==> src/rtl/alu_pkg.sv <==
// Shared types for the bit-serial ALU sequencer.
//   alu_op_e    : 2-bit op code applied bitwise by the 1-bit slice.
//   alu_state_e : sequencer FSM states.
package alu_pkg;

  typedef enum logic [1:0] {
    ALU_XOR = 2'b00,
    ALU_NOR = 2'b01,
    ALU_OR  = 2'b10,
    ALU_AND = 2'b11
  } alu_op_e;

  typedef enum logic [1:0] {
    ST_IDLE = 2'b00,
    ST_RUN  = 2'b01,
    ST_DONE = 2'b10
  } alu_state_e;

endpackage

==> src/rtl/alu_bit_slice.sv <==
// Purely combinational 1-bit ALU slice.
//   a_i, b_i : operand bits
//   op_i     : operation (alu_op_e)
//   res_o    : result bit
module alu_bit_slice
  import alu_pkg::*;
(
  input  logic    a_i,
  input  logic    b_i,
  input  alu_op_e op_i,
  output logic    res_o
);

  always_comb begin
    res_o = 1'b0;
    case (op_i)
      ALU_XOR: res_o = a_i ^ b_i;
      ALU_NOR: res_o = ~(a_i | b_i);
      ALU_OR:  res_o = a_i | b_i;
      ALU_AND: res_o = a_i & b_i;
      default: res_o = 1'b0;
    endcase
  end

endmodule

==> src/rtl/alu_bitserial_seq.sv <==
// Bit-serial ALU sequencer. Latches a WIDTH-bit operand pair and op on a
// valid/ready request, streams the operands LSB-first through one 1-bit
// slice (one bit per cycle) and returns the reassembled result plus a zero
// flag on a valid/ready response channel.
//   i_clk, i_rst_n      : clock, asynchronous active-low reset
//   i_valid / o_ready   : request handshake (o_ready high only in IDLE)
//   i_a, i_b, i_control : operands and op, sampled at the request handshake
//   o_valid / i_ready   : response handshake (o_valid high in DONE)
//   o_res, o_zero       : result and result==0 flag (zero only valid in DONE)
//   o_busy              : high in RUN or DONE
module alu_bitserial_seq
  import alu_pkg::*;
#(
  parameter int WIDTH = 8
) (
  input  logic             i_clk,
  input  logic             i_rst_n,
  input  logic             i_valid,
  output logic             o_ready,
  input  logic [WIDTH-1:0] i_a,
  input  logic [WIDTH-1:0] i_b,
  input  logic [1:0]       i_control,
  output logic             o_valid,
  input  logic             i_ready,
  output logic [WIDTH-1:0] o_res,
  output logic             o_zero,
  output logic             o_busy
);

  localparam int CNT_W = $clog2(WIDTH);
  localparam logic [CNT_W-1:0] CNT_LAST = CNT_W'(WIDTH - 1);

  alu_state_e       state_q;
  logic [WIDTH-1:0] a_q;
  logic [WIDTH-1:0] b_q;
  logic [WIDTH-1:0] res_q;
  logic [WIDTH-1:0] res_d;
  alu_op_e          op_q;
  logic [CNT_W-1:0] cnt_q;
  logic             ready_q;
  logic             valid_q;
  logic             zero_q;
  logic             busy_q;
  logic             slice_res;

  alu_bit_slice u_slice (
    .a_i   (a_q[0]),
    .b_i   (b_q[0]),
    .op_i  (op_q),
    .res_o (slice_res)
  );

  // New result bit enters at the MSB; after WIDTH shifts bit 0 lands at LSB.
  assign res_d = {slice_res, res_q[WIDTH-1:1]};

  always_ff @(posedge i_clk or negedge i_rst_n) begin
    if (!i_rst_n) begin
      state_q <= ST_IDLE;
      a_q     <= '0;
      b_q     <= '0;
      res_q   <= '0;
      op_q    <= ALU_XOR;
      cnt_q   <= '0;
      ready_q <= 1'b1;
      valid_q <= 1'b0;
      zero_q  <= 1'b0;
      busy_q  <= 1'b0;
    end else begin
      case (state_q)
        ST_IDLE: begin
          if (i_valid && ready_q) begin
            a_q     <= i_a;
            b_q     <= i_b;
            op_q    <= alu_op_e'(i_control);
            res_q   <= '0;
            cnt_q   <= '0;
            state_q <= ST_RUN;
            ready_q <= 1'b0;
            busy_q  <= 1'b1;
          end
        end
        ST_RUN: begin
          a_q   <= a_q >> 1;
          b_q   <= b_q >> 1;
          res_q <= res_d;
          cnt_q <= cnt_q + CNT_W'(1);
          if (cnt_q == CNT_LAST) begin
            state_q <= ST_DONE;
            valid_q <= 1'b1;
            // Flag from the completed value so it is ready with o_valid.
            zero_q  <= (res_d == '0);
          end
        end
        ST_DONE: begin
          if (i_ready) begin
            state_q <= ST_IDLE;
            valid_q <= 1'b0;
            zero_q  <= 1'b0;
            ready_q <= 1'b1;
            busy_q  <= 1'b0;
          end
        end
        default: begin
          state_q <= ST_IDLE;
          ready_q <= 1'b1;
          valid_q <= 1'b0;
          zero_q  <= 1'b0;
          busy_q  <= 1'b0;
        end
      endcase
    end
  end

  assign o_ready = ready_q;
  assign o_valid = valid_q;
  assign o_res   = res_q;
  assign o_zero  = zero_q;
  assign o_busy  = busy_q;

endmodule

==> config.mk <==
export PLATFORM = sky130hd
export DESIGN_NAME = alu_bitserial_seq
export DESIGN_NICKNAME = d
export VERILOG_FILES = /design/src/rtl/alu_pkg.sv /design/src/rtl/alu_bit_slice.sv /design/src/rtl/alu_bitserial_seq.sv
export SDC_FILE = /design/constraint.sdc
export NUM_CORES = 1
export LEC_CHECK = 0
export ABC_AREA = 1
export BUFFER_PORTS_ARGS = -buffer_cell sky130_fd_sc_hd__buf_2
export CAP_MARGIN = 20
export CELL_PAD_IN_SITES_DETAIL_PLACEMENT = 1
export CELL_PAD_IN_SITES_GLOBAL_PLACEMENT = 1
export CORE_UTILIZATION = 32
export CTS_BUF_LIST = sky130_fd_sc_hd__clkbuf_4 sky130_fd_sc_hd__clkbuf_8
export CTS_CLUSTER_DIAMETER = 80
export DETAILED_ROUTE_END_ITERATION = 6
export PLACE_DENSITY_LB_ADDON = 0.05
export SKIP_CTS_REPAIR_TIMING = 1
export SYNTH_ARGS = -nofsm -noshare
export SYNTH_HDL_FRONTEND = slang
export SYNTH_SLANG_ARGS = --single-unit
==> constraint.sdc <==
create_clock -name i_clk -period 2.05 [get_ports i_clk]
set_clock_uncertainty 0.05 [all_clocks]
set_input_delay 0.41 -clock i_clk [delete_from_list [all_inputs] [get_ports i_clk]]
set_output_delay 0.41 -clock i_clk [all_outputs]
set_load 0.005 [all_outputs]
==> results.py <==
metrics = {
    "run_status": {
        "outcome": "complete, no violations",
    },
    "timing": {
        "slew_violations": 0,
        "rsz0062_at_grt": "no",
        "setup_viol": 0,
        "worst_pin_slew_ns": 0.456,
        "setup_slack_ns": 0.507,
        "setup_tns_ns": 0,
        "hold_viol_final": 0,
        "fin_crit_sh_pct": 75.3,
        "max_freq_mhz": 648,
        "maxSlewHeadroom_pct": 69.6,
        "layout_min_cycle_time_ns": 1.54,
    },
    "power_and_ir_drop": {
        "power.share.clock_pct": 21.1,
        "sequentialPowerShare_pct": 37.4,
        "swShare_pct": 40.1,
        "comb_power_share_pct": 41.5,
        "power_switching_mw": 1.23,
        "p_int_mw": 1.84,
        "leakagePower_nw": 1.02,
        "vdd_ir_drop_max_uv": 557,
        "power_density_mw_per_mm2": 1550,
        "power.total_mw": 3.07,
    },
    "worst_setup_path": {
        "cp-start-kind": "flop",
        "cp-startpoint": "state_q[1]",
        "required_ns": 2.16,
        "path_max_fanout": 22,
        "endpoint_kind": "flop",
        "rr_startpoint": "state_q[1]",
        "r2r.worst_path.cells": 6,
        "arrival_ns": 1.65,
        "path_class": "reg -> reg",
    },
    "floorplanning": {
        "rows": 25,
        "dieArea_mm2": 0.00547,
        "coreArea_mm2": 0.00485,
        "initial_utilization_pct": 34.2,
        "die_x_um": 74.0,
        "die_y_um": 74.0,
        "io_pins": 34,
    },
    "clock_tree": {
        "clk_pin_slew_ns": 0.07,
        "htreeDepth": 2,
        "cts_tree": "built",
        "insertion_delay_ns": 0.28,
        "numCtsBuffers": 5,
        "cts_root_buffer": "clkbuf_8",
        "cts_sinks": 35,
        "clk_path_buf_depth": 2,
    },
    "global_route": {
        "grt.overflow.total": 0,
        "grt_usage_pct": 15.9,
        "grt_antenna_before_repair": 0,
        "grt_pass1_wl_um": 6490,
        "grt_pass1_vias": 1449,
        "grt_max_degree": 38,
    },
    "route": {
        "wl_per_cell_um": 12.5,
        "vias_per_cell": 4.57,
        "top_layer": "met4",
        "remaining_drc_errors": 0,
        "wl_met1_um": 1680,
        "drt-total-wl_um": 3710,
        "ant_nets": 0,
        "wl_met2_um": 1820,
        "vias": 1358,
        "dr_wl_met3_um": 168,
        "first_iter_violations": 30,
        "drtPass1Iterations": 3,
    },
    "yosys": {
        "synth_area_mm2": 0.00166,
        "yosys_warnings": 0,
        "syn_nets": 219,
        "seq_area_frac_synth_pct": 52.9,
        "synthSimpleGateAreaFrac_pct": 18.8,
        "synth.avg_cell_area_um2": 8.58,
        "synth-xor-area-share_pct": 0,
        "synthAdderAreaFrac_pct": 3.02,
        "ys_seq_elements": 35,
        "synth_mux_area_share_pct": 0,
        "synth_cell_types": 22,
        "synth_compound_area_share_pct": 14.0,
        "syn_inst": 193,
        "synth_top_family_by_area": "simple AND/OR/NAND/NOR gates",
    },
    "placement": {
        "hpwl_um": 2700,
        "dp_slack_ns": 0.510,
        "io_buffers": 33,
        "post-place-cells": 289,
        "place.gp.congestion": 0.740,
    },
    "layout": {
        "diodes": 0,
        "drive_gt1_share_pct": 23.0,
        "layout_commonest_cell": "nand2_1",
        "n_fill_cell": 606,
        "area_delta_synth_final_pct": 19.6,
        "layout_common_cells": "nand2_1 (54), dfrtp_1 (34), buf_2 (33)",
        "layout.cells.non_filler": 297,
        "nets": 255,
    },
    "worst_hold_path": {
        "min_path_type": "in -> async",
    },
    "run": {
        "drv_cap": 0,
    },
}
## flip-flops by register name, summed over array words and instances, names as in the netlist
name	flops
o_busy	1
op_q	2
cnt_q	3
state_q	2
o_res	8
a_q	8
o_ready	1
b_q	8
o_valid	1
o_zero	1
## layer usage
metal,GRT usage [%],vias up
li1,-,674
met2,27.8,27
met3,4.34,4
met5,0,-
met4,5.77,0
met1,18.5,653
## cell families (layout without fill, tap and decap cells)
family	Yosys count	count (layout)
AO/OA/AOI/OAI	44	44
adder cells (fa/ha/maj)	4	4
buffers and inverters	39	76
flip-flops	35	35
AND/OR/NAND/NOR	71	71
## power by group through the flow
stage / clock [mW] / sequential [mW] / combinational (mW)
2_1_floorplan: 0 / 1.14 / 1.03
3_3_place_gp: 0 / 1.14 / 1.24
3_5_place_dp: 0 / 1.16 / 1.29
4_1_cts: 0.667 / 1.15 / 1.31
5_1_grt: 0.697 / 1.19 / 1.51
6_report: 0.649 / 1.15 / 1.27
## worst max-delay path: stages (launching register included)
cell and delay (ns):
dfrtp_1 0.41, inv_1 0.07, nand2_2 0.32, buf_4 0.31, o21ai_0 0.10, nand2_1 0.06, o21ai_0 0.09
## through the flow
step | area, um^2 | hold slack (ns) | util, %
final | 1980 | 0.0148 | 40.9
after CTS | 1980 | 0.0311 | 40.9
after detailed placement | 1860 | 0.348 | 38.4
after global routing | 1980 | 0.0375 | 40.9
after global placement | 1860 | 0.334 | 38.4
after floorplan | 1660 | 0.0644 | -
## Yosys cell counts
cell type  count  area share, %
nor2_2         2           0.76
a21oi_1        1           0.30
nand2_1       54             12
buf_4          2           0.91
o211ai_1       2           0.91
ha_1           4            3.0
o22ai_1        6            2.3
o21ai_0       28            8.5
dfstp_2        1            1.6
buf_2          1           0.30
nand3_1        4            1.2
dfrtp_1       34             51
inv_1         31            7.0
nor2_1         5            1.1
nand2_2        1           0.38
nand2_4        1           0.68
nand3b_1       1           0.45
inv_2          1           0.23
buf_6          4            2.7
o21ai_1        7            2.1
nor2_4         2            1.4
nand3_2        1           0.60
## final cells by class
class | instances | area (um^2) | area share (%)
clock buffers | 6 | 82.6 | 4.17
clock inverters | 2 | 35.0 | 1.77
flip-flops and latches | 35 | 877 | 44.3
multi-input cells | 119 | 594 | 30.0
well taps | 67 | 83.8 | 4.23
inverters | 32 | 120 | 6.06
repair buffers | 36 | 188 | 9.48
## worst paths after layout
path	endpoint	slack [ns]
setup / recovery	a_q[4]	0.51
hold / removal	o_busy	0.01
setup reg to reg	a_q[4]	0.51
hold reg to reg	o_busy	0.43
max in group asynchronous	a_q[6]	1.44
min in group i_clk	op_q[1]	0.29
(Power assumes the default switching activity.)
